### src/rtl/radix22_frame_sched_if.sv
// Scheduler <-> source/pipeline/sink signal bundle for radix22_frame_sched.
// master = scheduler side, slave = surrounding datapath and bench.
interface radix22_frame_sched_if #(
  parameter int unsigned LOG2N = 4
);
  logic             s_valid;
  logic             s_ready;
  logic             pipe_en;
  logic             pipe_zero;
  logic [LOG2N-1:0] ctrl_cnt;
  logic             m_valid;
  logic             m_ready;
  logic             m_sof;
  logic             m_eof;
  logic             busy;

  modport master (
    input  s_valid, m_ready,
    output s_ready, pipe_en, pipe_zero, ctrl_cnt, m_valid, m_sof, m_eof, busy
  );

  modport slave (
    output s_valid, m_ready,
    input  s_ready, pipe_en, pipe_zero, ctrl_cnt, m_valid, m_sof, m_eof, busy
  );
endinterface

### src/rtl/radix22_frame_sched.sv
// Frame scheduler for the radix-2^2 SDF FFT: gates pipe_en, owns ctrl_cnt, drains with zeros, tags output.
// Optional RADIX22_SCHED_STATS_EN adds frame_cnt_o / stall_cnt_o statistics counters.
module radix22_frame_sched #(
  parameter int unsigned N_POINTS = 16,
  parameter int unsigned PIPE_LAT = 20
) (
  input  logic                  clk,
  input  logic                  rst,
  radix22_frame_sched_if.master bus
`ifdef RADIX22_SCHED_STATS_EN
  ,
  output logic [15:0]           frame_cnt_o,
  output logic [15:0]           stall_cnt_o
`endif
);
  localparam int unsigned LOG2N = $clog2(N_POINTS);
  localparam int unsigned OCC_W = $clog2(PIPE_LAT + 1);

  typedef enum logic [1:0] {
    ST_IDLE  = 2'd0,
    ST_RUN   = 2'd1,
    ST_FLUSH = 2'd2
  } state_t;

  state_t              state_q, state_d;
  logic [LOG2N-1:0]    ctrl_q;
  logic [OCC_W-1:0]    occ_q, occ_d;
  logic [PIPE_LAT-1:0] tv_q, ts_q, te_q;

  logic tail_v, stall, cnt_zero, cnt_last;
  logic accept, adv, zero_fill, ready;

  assign tail_v   = tv_q[PIPE_LAT-1];
  assign stall    = tail_v && !bus.m_ready;
  assign cnt_zero = (ctrl_q == {LOG2N{1'b0}});
  assign cnt_last = (ctrl_q == LOG2N'(N_POINTS - 1));

  // Beat decode: decides whether the pipe advances this cycle and with what input.
  // A result is only consumed on an advancing beat, so m_valid&&m_ready without pipe_en is not a transfer.
  always_comb begin
    accept    = 1'b0;
    adv       = 1'b0;
    zero_fill = 1'b0;
    ready     = 1'b0;
    state_d   = state_q;
    case (state_q)
      ST_IDLE, ST_RUN: begin
        ready = !stall;
        if (!stall && bus.s_valid) begin
          accept = 1'b1;
          adv    = 1'b1;
        end else if (!stall && tail_v && !cnt_zero) begin
          adv       = 1'b1;
          zero_fill = 1'b1;
        end else begin
          adv = 1'b0;
        end
        if (state_q == ST_IDLE) begin
          state_d = accept ? ST_RUN : ST_IDLE;
        end else if (!stall && !bus.s_valid && cnt_zero) begin
          state_d = (occ_q != {OCC_W{1'b0}}) ? ST_FLUSH : ST_IDLE;
        end else begin
          state_d = ST_RUN;
        end
      end
      ST_FLUSH: begin
        if (stall) begin
          zero_fill = 1'b1;
        end else if (bus.s_valid && cnt_zero) begin
          ready   = 1'b1;
          accept  = 1'b1;
          adv     = 1'b1;
          state_d = ST_RUN;
        end else begin
          adv       = 1'b1;
          zero_fill = 1'b1;
          // A waiting source keeps us padding toward the next frame boundary instead of idling misaligned.
          if (!bus.s_valid && (occ_q == OCC_W'(tail_v))) begin
            state_d = ST_IDLE;
          end else begin
            state_d = ST_FLUSH;
          end
        end
      end
      default: begin
        state_d = ST_IDLE;
      end
    endcase
    occ_d = occ_q + OCC_W'(accept) - OCC_W'(adv && tail_v);
  end

  // FSM, stage counter, occupancy and the {v,sof,eof} tag shift register.
  always_ff @(posedge clk or negedge rst) begin
    if (!rst) begin
      state_q <= ST_IDLE;
      ctrl_q  <= {LOG2N{1'b0}};
      occ_q   <= {OCC_W{1'b0}};
      tv_q    <= {PIPE_LAT{1'b0}};
      ts_q    <= {PIPE_LAT{1'b0}};
      te_q    <= {PIPE_LAT{1'b0}};
    end else begin
      state_q <= state_d;
      occ_q   <= occ_d;
      if (adv) begin
        ctrl_q  <= ctrl_q + LOG2N'(1);
        tv_q[0] <= accept;
        ts_q[0] <= accept && cnt_zero;
        te_q[0] <= accept && cnt_last;
        for (int i = 1; i < PIPE_LAT; i++) begin
          tv_q[i] <= tv_q[i-1];
          ts_q[i] <= ts_q[i-1];
          te_q[i] <= te_q[i-1];
        end
      end else begin
        ctrl_q <= ctrl_q;
      end
    end
  end

  assign bus.s_ready   = ready;
  assign bus.pipe_en   = adv && rst;
  assign bus.pipe_zero = zero_fill && rst;
  assign bus.ctrl_cnt  = ctrl_q;
  assign bus.m_valid   = tail_v;
  assign bus.m_sof     = tail_v && ts_q[PIPE_LAT-1];
  assign bus.m_eof     = tail_v && te_q[PIPE_LAT-1];
  assign bus.busy      = (state_q != ST_IDLE) || (occ_q != {OCC_W{1'b0}});

`ifdef RADIX22_SCHED_STATS_EN
  logic [15:0] frame_cnt_q, stall_cnt_q;

  // Completed-frame counter (wraps) and stall-cycle counter (saturates).
  always_ff @(posedge clk or negedge rst) begin
    if (!rst) begin
      frame_cnt_q <= 16'd0;
      stall_cnt_q <= 16'd0;
    end else begin
      if (adv && tail_v && te_q[PIPE_LAT-1]) begin
        frame_cnt_q <= frame_cnt_q + 16'd1;
      end else begin
        frame_cnt_q <= frame_cnt_q;
      end
      if (stall && (stall_cnt_q != 16'hFFFF)) begin
        stall_cnt_q <= stall_cnt_q + 16'd1;
      end else begin
        stall_cnt_q <= stall_cnt_q;
      end
    end
  end

  assign frame_cnt_o = frame_cnt_q;
  assign stall_cnt_o = stall_cnt_q;
`endif
endmodule

### src/flat_wrapper.sv
// flat-port wrapper written by rule: the top's interface ports become plain ports
module radix22_frame_sched_flat 
#(
  parameter int unsigned N_POINTS = 16,
  parameter int unsigned PIPE_LAT = 20
)
  (clk, rst, bus_s_valid, bus_m_ready, bus_s_ready, bus_pipe_en, bus_pipe_zero, bus_ctrl_cnt, bus_m_valid, bus_m_sof, bus_m_eof, bus_busy);
  radix22_frame_sched_if #(.LOG2N(4)) bus_i ();
  input  logic clk;
  input  logic rst;
  input wire logic [$bits(bus_i.s_valid)-1:0] bus_s_valid;
  input wire logic [$bits(bus_i.m_ready)-1:0] bus_m_ready;
  output wire logic [$bits(bus_i.s_ready)-1:0] bus_s_ready;
  output wire logic [$bits(bus_i.pipe_en)-1:0] bus_pipe_en;
  output wire logic [$bits(bus_i.pipe_zero)-1:0] bus_pipe_zero;
  output wire logic [$bits(bus_i.ctrl_cnt)-1:0] bus_ctrl_cnt;
  output wire logic [$bits(bus_i.m_valid)-1:0] bus_m_valid;
  output wire logic [$bits(bus_i.m_sof)-1:0] bus_m_sof;
  output wire logic [$bits(bus_i.m_eof)-1:0] bus_m_eof;
  output wire logic [$bits(bus_i.busy)-1:0] bus_busy;
  assign bus_i.s_valid = bus_s_valid;
  assign bus_i.m_ready = bus_m_ready;
  assign bus_s_ready = bus_i.s_ready;
  assign bus_pipe_en = bus_i.pipe_en;
  assign bus_pipe_zero = bus_i.pipe_zero;
  assign bus_ctrl_cnt = bus_i.ctrl_cnt;
  assign bus_m_valid = bus_i.m_valid;
  assign bus_m_sof = bus_i.m_sof;
  assign bus_m_eof = bus_i.m_eof;
  assign bus_busy = bus_i.busy;
  radix22_frame_sched #(.N_POINTS(N_POINTS), .PIPE_LAT(PIPE_LAT)) u_core (.clk(clk), .rst(rst), .bus(bus_i));
endmodule
### config.mk
export PLATFORM = sky130hd
export DESIGN_NAME = radix22_frame_sched_flat
export DESIGN_NICKNAME = d
export VERILOG_FILES = /design/src/rtl/radix22_frame_sched_if.sv /design/src/rtl/radix22_frame_sched.sv /design/src/flat_wrapper.sv
export SDC_FILE = /design/constraint.sdc
export NUM_CORES = 1
export LEC_CHECK = 0
export ABC_CLOCK_PERIOD_IN_PS = 4200
export CORE_MARGIN = 4
export CORE_UTILIZATION = 30
export CTS_CLUSTER_SIZE = 24
export DETAILED_ROUTE_END_ITERATION = 8
export GPL_TIMING_DRIVEN = 0
export PLACE_DENSITY = 0.46
export SLEW_MARGIN = 20
export SYNTH_ARGS = -nofsm -noshare
export SYNTH_HDL_FRONTEND = slang
export SYNTH_SLANG_ARGS = --single-unit
### constraint.sdc
create_clock -name clk -period 4.2 [get_ports clk]
set_clock_uncertainty 0.15 [all_clocks]
set_input_delay 0.84 -clock clk [delete_from_list [all_inputs] [get_ports clk]]
set_output_delay 0.84 -clock clk [all_outputs]
set_load 0.005 [all_outputs]
# Word level (Yosys, flattened, before mapping)
# Cells that the tools add are included.
totals:
  input_bits: 4
  wordCells: 61
  output_inout_bits: 11
  regBits: 71
op_classes:
  n_reduce_logical: 25
  muxes: 22
  n_addsub: 3
  n_eq_ne: 5
ops:
  columns: ["op", "n"]
  rows:
  - ["1-bit logical AND", 15]
  - ["2-bit two-way mux", 6]
  - ["1-bit two-way mux", 11]
  - ["1-bit case mux with 2 select lines", 4]
  - ["5-bit by 1-bit adder with 5-bit output", 1]
  - ["5-bit by 1-bit equality test with 1-bit output", 1]
  - ["5-bit nonzero test", 1]
  - ["5-bit by 1-bit subtractor with 5-bit output", 1]
  - ["4-bit by 1-bit adder with 4-bit output, second input constant", 1]
  - ["4-bit equality test, second input constant", 1]
  - ["1-bit zero test", 4]
  - ["4-bit zero test", 1]
  - ["2-bit case mux with 2 select lines", 1]
  - ["2-bit by 1-bit equality test with 1-bit output, second input constant", 1]
  - ["2-bit equality test, second input constant", 1]
  - ["2-bit zero test", 1]
  - ["2-bit inequality test, second input constant", 1]
  - ["2-bit nonzero test", 1]
  - ["2-bit OR reduction", 1]
  - ["1-bit logical OR", 1]

# Depth between registers and ports, before layout
# Gate-level depths: netlist (run 1).
depth:
  ltp_word: 10
  ltp_mapped: 16

# Least setup slack after synthesis (run 1)
# Ideal clock, no wire load.
synth_timing:
  path_kind: "register to register"
  from: "reg u_core.ctrl_q[0] (netlist: u_core.bus.ctrl_cnt[0])"
  to: "reg u_core.occ_q[4]"
  arrival_ps: 2949
  path_slack_ps: 978
  synth_period_minus_slack_ps: 3222
  stages_incl_launch_ff: 17
  required_ps: 3927
  path_cell_list: "dfrtp_1 inv_1 ha_1 or3b_4 a21boi_4 nor2_2 buf_6 buf_6 and2_1 ha_1 inv_1 ha_1 fa_1 a21oi_1 nor2_1 nor2_1 xnor2_1"
synth_between:
  elab_chain_len: 8
synth_rtl:
  columns: ["item", "line_no", "source"]
  rows:
  - ["start, declared", "radix22_frame_sched.sv:26", "logic [LOG2N-1:0] ctrl_q;"]
  - ["start signal, assigned", "radix22_frame_sched.sv:96", "ctrl_q <= {LOG2N{1'b0}};"]
  - ["start signal, assigned", "radix22_frame_sched.sv:105", "ctrl_q <= ctrl_q + LOG2N'(1);"]
  - ["start signal, assigned", "radix22_frame_sched.sv:115", "ctrl_q <= ctrl_q;"]
  - ["4-bit zero test *", "radix22_frame_sched.sv:35", "assign cnt_zero = (ctrl_q == {LOG2N{1'b0}});"]
  - ["branches (longest 6 deep; another with 5-bit by 1-bit adder with 5-bit output)", null, null]
  - ["5-bit by 1-bit subtractor with 5-bit output *", "radix22_frame_sched.sv:89", "occ_d = occ_q + OCC_W'(accept) - OCC_W'(adv && tail_v);"]
  - ["net u_core.occ_d[4]", "radix22_frame_sched.sv:27", "logic [OCC_W-1:0] occ_q, occ_d;"]
  - ["end signal, assigned", "radix22_frame_sched.sv:97", "occ_q <= {OCC_W{1'b0}};"]
  - ["end, declared", "radix22_frame_sched.sv:27", null]
# Mark *: on every way through the listed nets, which the timed path passes.
# A chain may end at the register's enable or synchronous reset.

# Final worst setup path (run 1)
layout_timing:
  from: "in bus_m_ready"
  to: "out bus_pipe_en"
layout_between:
  elab_chain_len: 9
layout_rtl:
  columns: ["item", "line_no", "source"]
  rows:
  - ["start, declared", "flat_wrapper.sv:12", "input wire logic [$bits(bus_i.m_ready)-1:0] bus_m_ready;"]
  - ["1-bit zero test *", "radix22_frame_sched.sv:34", "assign stall = tail_v && !bus.m_ready;"]
  - ["1-bit logical AND *", "radix22_frame_sched.sv:34", null]
  - ["1-bit zero test", "radix22_frame_sched.sv:49, radix22_frame_sched.sv:52", null]
  - ["1-bit logical AND (2 in a row)", "radix22_frame_sched.sv:52", "end else if (!stall && tail_v && !cnt_zero) begin"]
  - ["1-bit two-way mux", "radix22_frame_sched.sv:52", null]
  - ["1-bit two-way mux", "radix22_frame_sched.sv:49", "if (!stall && bus.s_valid) begin"]
  - ["1-bit case mux with 2 select lines *", "radix22_frame_sched.sv:46", "case (state_q)"]
  - ["1-bit logical AND *", "radix22_frame_sched.sv:121", "assign bus.pipe_en = adv && rst;"]
  - ["end, declared", "flat_wrapper.sv:14", "output wire logic [$bits(bus_i.pipe_en)-1:0] bus_pipe_en;"]
# Every way passes the cells marked *; elsewhere a longest branch is shown, timed or not.

==> impl_metrics.env, run 1 <==
export IMPL_worstSetupPathType="in2out"
export IMPL_fmax_ghz=0.2577
export IMPL_max_cap_violations=0
export IMPL_top_layer="met4"
export IMPL_dieArea_sq_um=11960
export IMPL_final_instance_count_excl_fill=369
export IMPL_synth_top_area_cell="dfrtp_1"
export IMPL_route_met3_wl_um=205
export IMPL_arrival_ps=2890
export IMPL_post_cts_resized=0
export IMPL_overflow=0
export IMPL_required_ps=3210
export IMPL_antenna_cells=0
export IMPL_insertion_delay_ps=350
export IMPL_grt_max_degree=49
export IMPL_grt_pass1_vias=1677
export IMPL_synth_ff_type="dfrtp_1"
export IMPL_final_setup_tns_ps=0
export IMPL_synth_edf_count=0
export IMPL_drc=0
export IMPL_final_max_slew_viol_count=0
export IMPL_synthTopCellsByCount="dfrtp_1 (71), mux2_2 (31), mux2_4 (27), inv_1 (10), ha_1 (8)"
export IMPL_rows=36
export IMPL_die_y_um=109.4
export IMPL_cts_root_buffer="clkbuf_8"
export IMPL_hold_buffers=0
export IMPL_grtUsageTotal_pct=9.392
export IMPL_cts_sinks=71
export IMPL_portBuffers=14
export IMPL_r2r_slack_ps=710
export IMPL_cpLargestDelayFamily="buffers and inverters"
export IMPL_syn_to_final_growth_pct=17.50
export IMPL_hold_viol=0
export IMPL_yosys_top_cells_area="dfrtp_1 (58%), mux2_4 (13%), mux2_2 (11%)"
export IMPL_synth_seq_cells=71
export IMPL_finalSetupViolCount=0
export IMPL_yosys_warnings=0
export IMPL_placed_cells=353
export IMPL_viasPerCell=4.290
export IMPL_grt_pass1_wl_um=8424
export IMPL_first_pass_iters=4
export IMPL_min_period_ps=3881
export IMPL_crit_chain="clkdlybuf4s50_1 -> nand2b_1 -> nand2_1 -> nor2_2 -> buf_6 -> buf_6 -> and2_1 -> clkdlybuf4s50_1"
export IMPL_wl_met2_um=2035
export IMPL_synth_cells=205
export IMPL_htreeDepth=3
export IMPL_cts_buffer_depth=2
export IMPL_routed_wl_um=4774
export IMPL_post_cts_setup_buffers=0
export IMPL_max_stage_delay_ps=500
export IMPL_place_congestion=0.7074
export IMPL_cts_tree="yes"
export IMPL_cp_num_buf_inv=4
export IMPL_hold_class="in2async"
export IMPL_drt_iter0_markers=27
export IMPL_crit_slowest_cell="clkdlybuf4s50_1"
export IMPL_maxSlewHeadroom_pct=73.45
export IMPL_met1Wirelength_um=2471
export IMPL_fin_ws_ps=319.5
export IMPL_antenna_found_initial=0
export IMPL_place_ws_ps=208.3
export IMPL_yosysMostFrequentCell="dfrtp_1"
export IMPL_drive_gt1_share_pct=37.29
export IMPL_min_period_over_period_pct=92.39
export IMPL_rsz0062_at_grt="no"
export IMPL_endpoint_kind="output pin"
export IMPL_synth_yosys_seq_area_share_pct=57.65
export IMPL_power_density_nw_per_um2=732.0
export IMPL_leakage_nw=1.716
export IMPL_cts_inserted_buffers=9
export IMPL_crit_path_max_fanout=10
export IMPL_wl_per_cell_um=12.94
export IMPL_hpwlAfterDp_um=3173
export IMPL_final_nets=244
export IMPL_peakVddDrop_mv=0.3042
export IMPL_fillerInstances=970
export IMPL_ys_types=33
export IMPL_dieWidth_um=109.4
export IMPL_worst_pin_slew_ps=388.2
export IMPL_power_mw=2.650
export IMPL_syn_area_per_cell_sq_um=15.03
export IMPL_async_flop_share_pct=100.0
export IMPL_clkSlewWorstSetupHoldPaths_ps=80
export IMPL_synth_nets=218
export IMPL_detail_route_antenna_nets=0
export IMPL_core_sq_um=9910
export IMPL_num_io_pins=15
export IMPL_synth_top_cell_area_share_pct=57.65
export IMPL_status="finished, final reports clean"
export IMPL_start_util_pct=31.10
export IMPL_startpoint_type="primary input"
export IMPL_synth_cell_area_sq_um=3082
export IMPL_vias=1583
-- power by group --
group	switching [mW]	internal, mW
Sequential	0.173	0.966
Clock	0.252	0.305
Combinational	0.373	0.581
Total	0.798	1.85
-- cell type report --
cell class | instances | area [sq um] | area share (%)
flip-flops and latches | 71 | 1777 | 49.07
repair buffers | 15 | 165.2 | 4.561
clock inverters | 5 | 56.30 | 1.555
inverters | 10 | 37.54 | 1.037
multi-input cells | 117 | 1207 | 33.34
well taps | 133 | 166.4 | 4.596
clock buffers | 11 | 151.4 | 4.181
plain buffers | 7 | 60.06 | 1.659
-- sequential cells by signal, summed over array words and instances, names as in the netlist --
signal	flops
u_core.bus.ctrl_cnt	4
u_core.tv_q	20
u_core.state_q	2
u_core.occ_q	5
u_core.te_q	20
u_core.ts_q	20
-- kinds of logic after synthesis --
group | share of synthesized area [%]
fa+ha+maj | 3.898
xor+xnor | 1.989
buf+inv | 3.167
mux | 24.48
simple gates | 4.913
compound gates | 3.898
flops | 57.65
-- metrics by stage --
stage          instance area (sq um)  hold WS [ps]  util (%)
2_1_floorplan                   3082         299.8         -
6_report                        3621         250.9     36.54
4_1_cts                         3621         239.3     36.54
5_1_grt                         3621         248.5     36.54
3_5_place_dp                    3413         320.2     34.44
3_3_place_gp                    3388         315.3     34.19
-- layer usage --
layer | track usage (%) | vias up
li1 | - | 763
met3 | 4.404 | 4
met1 | 12.73 | 798
met4 | 3.473 | 0
met2 | 13.03 | 18
met5 | 0 | -
-- layout by cell type (no fill, tap or decap), drive strengths merged, types with 2 or more instances in the layout --
master	synthesis	layout
nor2	6	6
and3	2	2
buf	7	9
nand3	2	2
ha	8	8
mux2	58	58
xor2	4	4
o21ai	2	2
dfrtp	71	71
clkinv	0	3
xnor2	3	3
clkdlybuf4s50	0	13
nand2	6	6
clkbuf	0	11
a21o	2	2
inv	10	10
nor3b	2	2
a21boi	2	2
a21oi	3	3
and2	5	5
-- final timing paths --
kind / cells past startpoint / start / endpoint
max: 8 / bus_m_ready / bus_pipe_en
min reg2reg: 1 / u_core.tv_q[0]$_DFFE_PN0N_ / u_core.tv_q[0]$_DFFE_PN0N_
max reg2reg: 16 / u_core.bus.ctrl_cnt[0]$_DFFE_PN0N_ / u_core.occ_q[4]$_DFF_PN0_
max in group asynchronous: 2 / rst / u_core.te_q[10]$_DFFE_PN0N_
min in group clk: 1 / u_core.tv_q[0]$_DFFE_PN0N_ / u_core.tv_q[0]$_DFFE_PN0N_
min: 1 / rst / u_core.bus.ctrl_cnt[0]$_DFFE_PN0N_
No activity file was read; power rests on OpenSTA's default activity.
==> run 2, diff against run 1 <==
--- a/config.mk
+++ b/config.mk
@@ -5,6 +5,7 @@
 export SDC_FILE = /design/constraint.sdc
 export NUM_CORES = 1
 export LEC_CHECK = 0
+export ABC_AREA = 1
 export ABC_CLOCK_PERIOD_IN_PS = 4200
 export CORE_MARGIN = 4
 export CORE_UTILIZATION = 30
@@ -12,6 +13,7 @@
 export DETAILED_ROUTE_END_ITERATION = 8
 export GPL_TIMING_DRIVEN = 0
 export PLACE_DENSITY = 0.46
+export SETUP_SLACK_MARGIN = 0.15
 export SLEW_MARGIN = 20
 export SYNTH_ARGS = -nofsm -noshare
 export SYNTH_HDL_FRONTEND = slang
==> run 2 against run 1 <==
Critical path depth rose by 1. First-iteration DRC count rose to 4.5 times the previous value. Register-to-register slack improved by 370 ps. Sequential share of layout area fell by 5.1 points. Non-clock buffer count rose by 6. Global-route usage rose by 1.5 points. Die area rose by 11%. Fmax rose by 5.0%. Power rose by 10%. Sequential cell count did not move. Combinational power rose by 17%. Setup slack improved by 190 ps. Critical endpoint unchanged. Highest routed layer unchanged.
==> impl_metrics.env, run 2 <==
export IMPL_status="finished, final reports clean"
export IMPL_hold_viol=0
export IMPL_fin_ws_ps=504.5
export IMPL_post_cts_setup_buffers=0
export IMPL_post_cts_resized=0
export IMPL_ys_types=30
export IMPL_synth_ff_type="dfrtp_1"
export IMPL_rsz0062_at_grt="no"
export IMPL_place_ws_ps=483.7
export IMPL_drc=0
export IMPL_synth_cell_area_sq_um=3436
export IMPL_antenna_found_initial=0
export IMPL_stdcell_area_sq_um=4041
export IMPL_grt_pass1_wl_um=11320
export IMPL_grtUsageTotal_pct=10.89
export IMPL_start_util_pct=31.15
export IMPL_synth_edf_count=0
export IMPL_synth_yosys_seq_area_share_pct=51.71
export IMPL_syn_to_final_growth_pct=17.63
export IMPL_async_flop_share_pct=100.0
export IMPL_r2r_slack_ps=1080
export IMPL_synth_seq_cells=71
export IMPL_die_y_um=115.0
export IMPL_synthTopCellsByCount="inv_1 (78), dfrtp_1 (71), nand2_1 (67), o21ai_2 (39), nand2_2 (22)"
export IMPL_placed_cell_area_sq_um=3776
export IMPL_vias=2291
export IMPL_min_period_over_period_pct=87.99
export IMPL_dieWidth_um=115.0
export IMPL_finalSetupViolCount=0
export IMPL_num_io_pins=15
export IMPL_rows=38
export IMPL_place_congestion=0.7533
export IMPL_syn_area_per_cell_sq_um=9.439
export IMPL_yosys_warnings=0
export IMPL_insertion_delay_ps=330
export IMPL_swShare_pct=37.39
export IMPL_rr_worst_depth=15
export IMPL_synth_top_area_cell="dfrtp_1"
export IMPL_synth_nets=377
export IMPL_power_density_nw_per_um2=721.5
export IMPL_internal_power_mw=1.825
export IMPL_drt_iter0_markers=122
export IMPL_startpoint_type="primary input"
export IMPL_detail_route_antenna_nets=0
export IMPL_timing_rr_end="u_core.occ_q[4]$_DFF_PN0_"
export IMPL_yosys_top_cells_area="dfrtp_1 (52%), o21ai_2 (9.9%), inv_1 (8.5%)"
export IMPL_maxSlewHeadroom_pct=74.28
export IMPL_required_ps=3210
export IMPL_final_cell_mix="inv_1 (78), dfrtp_1 (71), nand2_1 (67)"
export IMPL_dieArea_sq_um=13230
export IMPL_final_instance_count_excl_fill=534
export IMPL_wl_per_cell_um=11.65
export IMPL_worst_pin_slew_ps=381.7
export IMPL_synth_cells=364
export IMPL_drive_gt1_share_pct=24.37
export IMPL_leakage_nw=1.871
export IMPL_fmax_ghz=0.2706
export IMPL_min_period_ps=3696
export IMPL_cts_sinks=71
export IMPL_placed_cells=519
export IMPL_combPwrFrac_pct=38.3
export IMPL_hold_class="in2async"
export IMPL_htreeDepth=3
export IMPL_peakVddDrop_mv=0.2257
export IMPL_antenna_cells=0
export IMPL_yosysMostFrequentCell="inv_1"
export IMPL_reg_top3="u_core.te_q (20), u_core.ts_q (20), u_core.tv_q (20)"
export IMPL_hold_buffers=0
export IMPL_layout_commonest_cell="inv_1"
export IMPL_cts_inserted_buffers=9
export IMPL_p_clk_share_pct=23.5
export IMPL_crit_path_max_fanout=10
export IMPL_cts_root_buffer="clkbuf_16"
export IMPL_overflow=0
export IMPL_p_seq_share_pct=38.2
export IMPL_viasPerCell=4.290
export IMPL_synth_top_cell_area_share_pct=51.71
export IMPL_cts_buffer_depth=2
export IMPL_hpwlAfterDp_um=4217
export IMPL_portBuffers=14
export IMPL_first_pass_iters=4
export IMPL_worstSetupPathType="in2out"
export IMPL_grt_max_degree=54
export IMPL_cts_tree="yes"
export IMPL_routed_wl_um=6221
export IMPL_r2r_start="u_core.bus.ctrl_cnt[1]$_DFFE_PN0N_"
export IMPL_clkSlewWorstSetupHoldPaths_ps=60
export IMPL_final_nets=403
export IMPL_grt_pass1_vias=2326
export IMPL_core_sq_um=11030
export IMPL_endpoint_kind="output pin"
export IMPL_final_max_slew_viol_count=0
export IMPL_max_cap_violations=0
export IMPL_arrival_ps=2710
export IMPL_power_switching_mw=1.090
## run 2: cell count changes after synthesis, moves of 4 or more
cell     previous run  this run
nand4_1             1         6
o21ai_0             2        13
nand3_1             2         6
nand2_1             6        67
inv_1              10        78
nand2_2             0        22
o21ai_1             0        11
mux2_2             31         0
nor2_1              5         9
o21ai_2             0        39
mux2_4             27         0
and2_1              5         0
## run 2: cell families after synthesis
kind of cell / synth area share [%]
and+or+nand+nor: 16.06
buffers and inverters: 12.64
AOI/OAI and AO/OA: 14.82
DFF: 51.71
adders and majority gates: 3.496
xor gates and xnor gates: 1.275
## run 2: per-stage QoR
step,hold slack [ps],util (%),total power [mW],setup TNS (ps)
2_1_floorplan,303.0,-,1.954,0
3_3_place_gp,313.5,34.01,2.242,-46500
3_5_place_dp,313.7,34.23,2.261,0
4_1_cts,244.4,36.64,2.980,0
5_1_grt,255.0,36.64,3.176,0
6_report,243.6,36.64,2.916,0
## run 2: power groups by stage
stage	clock network, mW	registers [mW]	logic [mW]
2_1_floorplan	0	1.08	0.870
3_3_place_gp	0	1.12	1.12
3_5_place_dp	0	1.12	1.14
4_1_cts	0.721	1.12	1.14
5_1_grt	0.746	1.15	1.28
6_report	0.685	1.11	1.12
## run 2: cell type report
| type | instances | area [sq um] |
|---|---|---|
| clock inverters | 4 | 22.52 |
| flip-flops and latches | 71 | 1777 |
| repair buffers | 15 | 165.2 |
| well taps | 140 | 175.2 |
| multi-input cells | 201 | 1225 |
| inverters | 79 | 296.5 |
| fillers | 1111 | 6989 |
| clock buffers | 11 | 242.7 |
| plain buffers | 13 | 137.6 |
## run 2: per-layer routing
metal | share of wire [%] | wire (um) | global-route usage [%] | vias to the layer above
met5 | 0 | 0 | 0 | -
met4 | 1.5 | 93 | 3.521 | 0
met1 | 48 | 3001 | 14.17 | 1075
met2 | 45 | 2817 | 16.98 | 37
met3 | 4.9 | 307 | 3.895 | 11
li1 | - | - | - | 1168
## run 2: worst max-delay path, cell delays in order
cell and delay [ps]:
clkdlybuf4s50_1 490, inv_1 60, nand2_2 110, nand3_2 180, nand3_4 180, buf_4 220, nand2_1 70, inv_1 60
clkdlybuf4s50_1 490
## run 2: how the worst max path moves through the flow
stage | depth (start not counted) | start | endpoint | slack [ps]
after floorplan | 14 | bus_m_ready | u_core.occ_q[4]$_DFF_PN0_ | 1190
after global placement | 3 | rst | bus_pipe_zero | -1530
after detailed placement | 9 | bus_m_ready | bus_pipe_en | 480
after CTS | 9 | bus_m_ready | bus_pipe_en | 470
after global routing | 9 | bus_m_ready | bus_pipe_en | 330
final | 9 | bus_m_ready | bus_pipe_en | 500
==> run 3, diff against run 2 <==
--- a/config.mk
+++ b/config.mk
@@ -7,6 +7,7 @@
 export LEC_CHECK = 0
 export ABC_AREA = 1
 export ABC_CLOCK_PERIOD_IN_PS = 4200
+export CORE_ASPECT_RATIO = 0.75
 export CORE_MARGIN = 4
 export CORE_UTILIZATION = 30
 export CTS_CLUSTER_SIZE = 24
==> run 3 against run 2 <==
Critical path depth stayed put. Worst hold slack better by 30 ps. Design area rose by 2.3%. Non-clock buffer count unchanged. Cell count increased by 0.19%. Clock power grew 32%. Highest routed layer unchanged.
==> impl_metrics.env, run 3 (same netlist as run 2, synthesis figures left out) <==
export IMPL_cts_buffer_depth=2
export IMPL_detail_route_antenna_nets=0
export IMPL_place_congestion=0.7699
export IMPL_insertion_delay_ps=330
export IMPL_peakVddDrop_mv=0.2216
export IMPL_reg_top3="u_core.te_q (20), u_core.ts_q (20), u_core.tv_q (20)"
export IMPL_dieArea_sq_um=13250
export IMPL_clkSlewWorstSetupHoldPaths_ps=50
export IMPL_finalSetupViolCount=0
export IMPL_antenna_cells=0
export IMPL_worst_pin_slew_ps=389.4
export IMPL_finish_utilization_pct=37.35
export IMPL_grt_pass1_wl_um=11280
export IMPL_viasPerCell=4.252
export IMPL_required_ps=3210
export IMPL_placed_cell_area_sq_um=3776
export IMPL_first_pass_iters=5
export IMPL_cts_sinks=71
export IMPL_hpwlAfterDp_um=4131
export IMPL_place_ws_ps=475.7
export IMPL_leakage_nw=1.916
export IMPL_die_y_um=100.7
export IMPL_vias=2275
export IMPL_crit_path_max_fanout=10
export IMPL_wl_per_cell_um=11.64
export IMPL_final_max_slew_viol_count=0
export IMPL_core_sq_um=11070
export IMPL_min_period_ps=3701
export IMPL_maxSlewHeadroom_pct=74.04
export IMPL_startpoint_type="primary input"
export IMPL_htreeDepth=3
export IMPL_cts_root_buffer="clkbuf_16"
export IMPL_layout_commonest_cell="inv_1"
export IMPL_rows=33
export IMPL_grtUsageTotal_pct=10.75
export IMPL_cts_tree="yes"
export IMPL_drc=0
export IMPL_stdcell_area_sq_um=4133
export IMPL_grt_max_degree=47
export IMPL_post_cts_setup_buffers=0
export IMPL_endpoint_kind="output pin"
export IMPL_antenna_found_initial=0
export IMPL_timing_hold_ws_ps=274.0
export IMPL_hold_class="in2async"
export IMPL_power_density_nw_per_um2=758.8
export IMPL_post_cts_resized=0
export IMPL_fin_ws_ps=499.2
export IMPL_max_cap_violations=0
export IMPL_cts_inserted_buffers=9
export IMPL_rsz0062_at_grt="no"
export IMPL_min_period_over_period_pct=88.11
export IMPL_hold_viol=0
export IMPL_portBuffers=14
export IMPL_start_util_pct=31.05
export IMPL_worstSetupPathType="in2out"
export IMPL_power_mw=3.136
export IMPL_fmax_ghz=0.2702
export IMPL_grt_pass1_vias=2341
export IMPL_arrival_ps=2710
export IMPL_drt_iter0_markers=97
export IMPL_drive_gt1_share_pct=24.81
export IMPL_syn_to_final_growth_pct=20.28
export IMPL_final_cell_mix="inv_1 (78), dfrtp_1 (71), nand2_1 (67)"
export IMPL_status="finished, final reports clean"
export IMPL_overflow=0
export IMPL_dieWidth_um=131.6
export IMPL_final_nets=403
export IMPL_num_io_pins=15
export IMPL_hold_buffers=0
export IMPL_routed_wl_um=6230
run 3: cell count changes in the layout (fill, tap and decap cells not counted), sizes merged:
cell,change
clkinv,-1
clkinvlp,-1
bufinv,+3
run 3: layout make-up:
cell class | count | area (sq um)
timing repair buffer | 15 | 165.2
buffer | 13 | 137.6
clock inverter | 5 | 103.9
inverter | 79 | 296.5
clock buffer | 11 | 252.7
multi-input combinational | 201 | 1225
sequential | 71 | 1777
fill | 1131 | 6933
tap | 140 | 175.2
run 3: worst max-delay path, cell delays in order:
cell and delay (ps):
clkdlybuf4s50_1 500, inv_1 60, nand2_2 120, nand3_2 190
nand3_4 180, buf_4 210, nand2_1 60, inv_1 50
clkdlybuf4s50_1 490
run 3: final timing paths:
path                                               startpoint                          end  slack, ps  cells after the start
max                                               bus_m_ready                  bus_pipe_en        500                      9
min                                                       rst  u_core.ts_q[11]$_DFFE_PN0N_        270                      1
max reg2reg                u_core.bus.ctrl_cnt[0]$_DFFE_PN0N_    u_core.occ_q[4]$_DFF_PN0_       1130                     15
min reg2reg                        u_core.tv_q[0]$_DFFE_PN0N_   u_core.tv_q[1]$_DFFE_PN0N_        330                      2
max in group asynchronous                                 rst    u_core.occ_q[0]$_DFF_PN0_       3070                      2
min in group clk                   u_core.tv_q[0]$_DFFE_PN0N_   u_core.tv_q[1]$_DFFE_PN0N_        330                      2
run 3: stage by stage:
step	TNS, ps	std cells
after CTS	0	535
after floorplan	0	364
after detailed placement	0	519
after global routing	0	535
after global placement	-42920	518
final	0	535
run 3: power by group:
part | switching (mW) | internal (mW)
Sequential | 0.173 | 0.943
Clock | 0.290 | 0.612
Combinational | 0.646 | 0.472
Total | 1.11 | 2.03
run 3: routing by layer:
metal / global-route usage (%) / wire length, um / part of all wire [%]
met3: 3.992 / 263 / 4.2
met1: 15.15 / 3447 / 55
met2: 14.85 / 2407 / 39
met4: 4.358 / 112 / 1.8
met5: 0 / 0 / 0
